$ cat src/rtl/nibble_serial_subtractor_pkg.sv
// Shared types and sizing helpers for the nibble-serial subtractor.
package serial_sub_pkg;

  typedef enum logic [1:0] {
    IDLE = 2'd0,
    RUN  = 2'd1,
    DONE = 2'd2
  } state_e;

  localparam int unsigned NIBBLE_W = 4;

  // Counter width for WIDTH/NIBBLE_W nibbles; at least one bit.
  function automatic int unsigned cnt_w(input int unsigned width);
    int unsigned n;
    n = width / NIBBLE_W;
    return (n <= 2) ? 1 : $clog2(n);
  endfunction

endpackage

$ cat src/rtl/nibble_serial_subtractor_slice.sv
// 4-bit borrow-lookahead subtractor slice: d = a - b - bin, purely combinational.
module borrow_lookahead_slice (
  input  logic [3:0] a_i,
  input  logic [3:0] b_i,
  input  logic       bin_i,
  output logic [3:0] d_o,
  output logic       bout_o
);

  logic [3:0] g;
  logic [3:0] p;
  logic [4:0] brw;

  always_comb begin
    g = ~a_i & b_i;
    p = ~(a_i ^ b_i);
    // Each borrow is expanded directly from G/P and bin, not rippled.
    brw[0] = bin_i;
    brw[1] = g[0] | (p[0] & bin_i);
    brw[2] = g[1] | (p[1] & g[0]) | (p[1] & p[0] & bin_i);
    brw[3] = g[2] | (p[2] & g[1]) | (p[2] & p[1] & g[0])
           | (p[2] & p[1] & p[0] & bin_i);
    brw[4] = g[3] | (p[3] & g[2]) | (p[3] & p[2] & g[1])
           | (p[3] & p[2] & p[1] & g[0]) | (p[3] & p[2] & p[1] & p[0] & bin_i);
    d_o    = a_i ^ b_i ^ brw[3:0];
    bout_o = brw[4];
  end

endmodule

$ cat src/rtl/nibble_serial_subtractor.sv
// Multi-cycle subtractor: diff = a - b - bin, one nibble per clock, LSB first.
module nibble_serial_subtractor
  import serial_sub_pkg::*;
#(
  parameter int unsigned WIDTH = 16
) (
  input  logic             clk,
  input  logic             rst,
  input  logic             start,
  input  logic [WIDTH-1:0] a,
  input  logic [WIDTH-1:0] b,
  input  logic             bin,
  output logic             busy,
  output logic             done,
  output logic [WIDTH-1:0] diff,
  output logic             bout,
  output logic             ovf,
  output logic             zero
);

  localparam int unsigned N  = WIDTH / NIBBLE_W;
  localparam int unsigned CW = cnt_w(WIDTH);

  state_e           state_q;
  logic [WIDTH-1:0] a_q, b_q, diff_q, diff_d;
  logic [CW-1:0]    cnt_q;
  logic             brw_q, brw_d;
  logic             busy_q, done_q, bout_q, ovf_q, zero_q;
  logic [3:0]       nib_a, nib_b, nib_d;
  logic             last_nib;

  borrow_lookahead_slice u_slice (
    .a_i    (nib_a),
    .b_i    (nib_b),
    .bin_i  (brw_q),
    .d_o    (nib_d),
    .bout_o (brw_d)
  );

  always_comb begin
    nib_a    = a_q[int'(cnt_q)*NIBBLE_W +: NIBBLE_W];
    nib_b    = b_q[int'(cnt_q)*NIBBLE_W +: NIBBLE_W];
    diff_d   = diff_q;
    diff_d[int'(cnt_q)*NIBBLE_W +: NIBBLE_W] = nib_d;
    last_nib = (cnt_q == CW'(N - 1));
  end

  always_ff @(posedge clk or posedge rst) begin
    if (rst) begin
      state_q <= IDLE;
      a_q     <= '0;
      b_q     <= '0;
      diff_q  <= '0;
      cnt_q   <= '0;
      brw_q   <= 1'b0;
      busy_q  <= 1'b0;
      done_q  <= 1'b0;
      bout_q  <= 1'b0;
      ovf_q   <= 1'b0;
      zero_q  <= 1'b0;
    end else begin
      case (state_q)
        RUN: begin
          diff_q <= diff_d;
          brw_q  <= brw_d;
          cnt_q  <= cnt_q + CW'(1);
          if (last_nib) begin
            bout_q  <= brw_d;
            ovf_q   <= (a_q[WIDTH-1] ^ b_q[WIDTH-1]) & (diff_d[WIDTH-1] ^ a_q[WIDTH-1]);
            zero_q  <= (diff_d == '0);
            busy_q  <= 1'b0;
            done_q  <= 1'b1;
            state_q <= DONE;
          end
        end
        default: begin
          // IDLE and DONE both accept; DONE otherwise falls back to IDLE.
          done_q <= 1'b0;
          if (start) begin
            a_q     <= a;
            b_q     <= b;
            brw_q   <= bin;
            cnt_q   <= '0;
            diff_q  <= '0;
            bout_q  <= 1'b0;
            ovf_q   <= 1'b0;
            zero_q  <= 1'b0;
            busy_q  <= 1'b1;
            state_q <= RUN;
          end else begin
            state_q <= IDLE;
          end
        end
      endcase
    end
  end

  assign busy = busy_q;
  assign done = done_q;
  assign diff = diff_q;
  assign bout = bout_q;
  assign ovf  = ovf_q;
  assign zero = zero_q;

endmodule

$ cat config.mk
export PLATFORM = sky130hd
export DESIGN_NAME = nibble_serial_subtractor
export DESIGN_NICKNAME = d
export VERILOG_FILES = /design/src/rtl/nibble_serial_subtractor_pkg.sv /design/src/rtl/nibble_serial_subtractor_slice.sv /design/src/rtl/nibble_serial_subtractor.sv
export SDC_FILE = /design/constraint.sdc
export NUM_CORES = 1
export LEC_CHECK = 0
export CAP_MARGIN = 25
export CORE_MARGIN = 8
export CORE_UTILIZATION = 55
export DETAILED_ROUTE_END_ITERATION = 8
export PLACE_DENSITY = 0.91
export SYNTH_ARGS = -nofsm -noshare
export SYNTH_HDL_FRONTEND = slang
export SYNTH_SLANG_ARGS = --single-unit
$ cat constraint.sdc
create_clock -name clk -period 6.3 [get_ports clk]
set_input_delay 1.89 -clock clk [delete_from_list [all_inputs] [get_ports clk]]
set_output_delay 1.89 -clock clk [all_outputs]
set_load 0.02 [all_outputs]
==> flow_summary.ini <==
[setup_path]
arrival_ps = 3740
worstPathRequired_ps = 6550
critical-path-slowest-cell = clkdlybuf4s50_1
cp_max_fo = 27
crit_type = input pin to register
cp_common_cell = nand2_1
start_kind = input pin
crit_chain = clkdlybuf4s50_1 -> nand2_1 -> buf_4 -> a21boi_1 -> nand2_1 -> o21ai_0
crit_buf_inv = 2
cpLargestDelayFamily = buffers and inverters
crit_path_end_kind = register
max_stage_delay_ps = 550

[floorplanning]
dieArea_um2 = 7600
rows = 26
start_util = 0.556
die_x_um = 87.2
die_h_um = 87.2
io_pins = 57
core_region_area_um2 = 5010

[synthesis]
async_flop_share = 1.00
synth_compound_area_frac = 0.0858
synth.avg_cell_area_um2 = 12.0
ys_types = 39
synthesis.nets = 280
ys_top_cells_by_area = dfrtp_1, mux2_2, mux4_2, ha_1, nand2_1
yosysSeqAreaShare = 0.512
ys.flop_type = dfrtp_1
yosys_warnings = 0
synthXorXnorAreaFrac = 0.0126
synthSimpleGateAreaFrac = 0.107
synth_top_family_by_area = multiplexers
synthAdderAreaFrac = 0.0521
synthMuxAreaShare = 0.201
synth_top_cell_area_share = 0.512
syn_area_um2 = 2790
yosysTopAreaCell = dfrtp_1
synthCells = 233
synth-seq-cells = 57
synth_edf_count = 0

[detailed_routing]
drt-initial-drc-count = 95
vias_per_cell = 5.54
drc_errors = 0
vias = 2034
dr.pass1.iters = 4
routedWlPerCell_um = 16.6
routed_wl_um = 6090
antenna_violating_nets_post_route = 0

[sta]
min_period_ps = 3490
hold_violations = 0
finalSetupViolations = 0
timing.final.crit_share = 0.554
slew_headroom = 0.457
maxSlewViolCount = 0
max_slew.worst_pin.slew_ps = 814
clock_skew_ps = 7.29
fmax_ghz = 0.286
rsz0062_at_grt = false
fin_setup_tns_ps = 0

[global_route]
globalRouteMet2Util = 0.287
antenna_found_initial = 0
top_usage_layer = met2
grt_usage = 0.179
use_met1 = 0.208
grt_max_degree = 58
grt_pass1_wl_um = 10300
grt_overflow = 0
grt_pass1_vias = 2165
met3_usage = 0.0604

[placed_design]
port_buffers = 56
dpl.hpwl_um = 4420
gp_congestion = 0.896

[cells_and_area]
final_cell_mix = dfrtp_1, clkdlybuf4s50_1, mux2_2, nand2_1, o21ai_0
syn2layout_area_growth_pct = 28.2
drive_gt1_frac = 0.182
layout_commonest_cell = dfrtp_1
n_antenna_cell = 0
nets = 342

[power_and_ir_drop]
p_total_mw = 2.16
switching_share = 0.424
p_int_mw = 1.25
combPwrFrac = 0.562
clkPwrFrac = 0.127
p_leak_nw = 1.52
power.density_nw_per_um2 = 606
ir_drop_uv = 368
p_sw_uw = 917
p_seq_frac = 0.311

[cts]
post_cts_buffers = 0
clock_latency_ps = 340
numClockSinks = 57
cts_buffers = 9
clk_path_buf_depth = 2
h-tree-depth = 3
cts-root-buf = clkbuf_8
cts_resized = 0
cts_hold_buf = 0
path_clk_slew_ps = 60
tritoncts = yes

[run_status]
status = finished, final reports clean

[worst_hold_path]
hold_class = register to register

[job]
cap_violations = 0
==> flip-flops by register name (all words and copies together) (netlist names) <==
register  count
a_q          16
b_q          16
diff         16
cnt_q         2
bout          1
brw_q         1
busy          1
done          1
ovf           1
state_q       1
zero          1
==> area by class of cell <==
type                            count  area (um^2)
Sequential cell                    57         1430
Clock buffer                       12          145
Fill cell                         393         1440
Timing Repair Buffer               59          583
Multi-Input combinational cell    156         1280
Inverter                           12         45.0
Tap cell                           70         87.6
Clock inverter                      1         5.00
==> logic make-up after synthesis <==
logic type	Yosys count
simple gates	58
mux	42
flops	57
compound gates	41
xor+xnor	4
buf+inv	20
fa+ha+maj	11
==> power by group through the flow <==
stage	clock network, mW	logic (mW)	registers (mW)
2_1_floorplan	0	0.819	0.684
3_3_place_gp	0	1.17	0.668
3_5_place_dp	0	1.21	0.678
4_1_cts	0.280	1.21	0.673
5_1_grt	0.301	1.33	0.697
6_report	0.276	1.22	0.673
==> synthesized netlist by cell type (3+ instances only) <==
cell type,count
mux2_1,3
nor3_1,4
o31ai_1,4
nand2_1,26
ha_1,10
nor2b_1,4
nand3_1,5
a21oi_1,5
nand2b_1,3
dfrtp_1,57
o21ai_1,4
mux2_2,29
nor2_1,5
o21ai_0,19
mux4_2,8
clkbuf_1,3
inv_1,12
buf_2,5
==> metal layers <==
layer  part of all wire  wire length, um  vias up
met3              0.067              409       14
met5                  0                0        -
met1               0.41             2500      987
met2               0.50             3050       76
li1                   -                -      957
met4              0.022              134        0
==> final timing paths <==
| kind | start | end | slack, ps | cells past startpoint |
|---|---|---|---|---|
| max | start | diff[9] | 2810 | 6 |
| min | busy | busy | 490 | 2 |
| max reg2reg | cnt_q[0] | ovf | 3300 | 8 |
| min reg2reg | busy | busy | 490 | 2 |
| max in group asynchronous | rst | b_q[7] | 3760 | 3 |
| min in group asynchronous | rst | diff[10] | 2070 | 3 |
==> stage by stage <==
stage | instances | hold WS (ps) | util | worst slack [ps] | instance area (um^2)
5_1_grt | 367 | 524 | 0.713 | 2660 | 3570
3_3_place_gp | 353 | 468 | 0.681 | 2550 | 3410
6_report | 367 | 490 | 0.713 | 2810 | 3570
3_5_place_dp | 353 | 474 | 0.681 | 2430 | 3410
4_1_cts | 366 | 488 | 0.711 | 2790 | 3560
2_1_floorplan | 233 | 459 | - | 3010 | 2790
==> worst register-to-register path, cell delays in order (launching register included) <==
cell     delay (ps)
dfrtp_1         870
mux4_2          610
inv_1           130
ha_1            240
a211o_1         280
nand2_1          80
mux2i_1         100
or4_1           520
nand3_1         100
No activity file was read; power rests on OpenSTA's default activity.
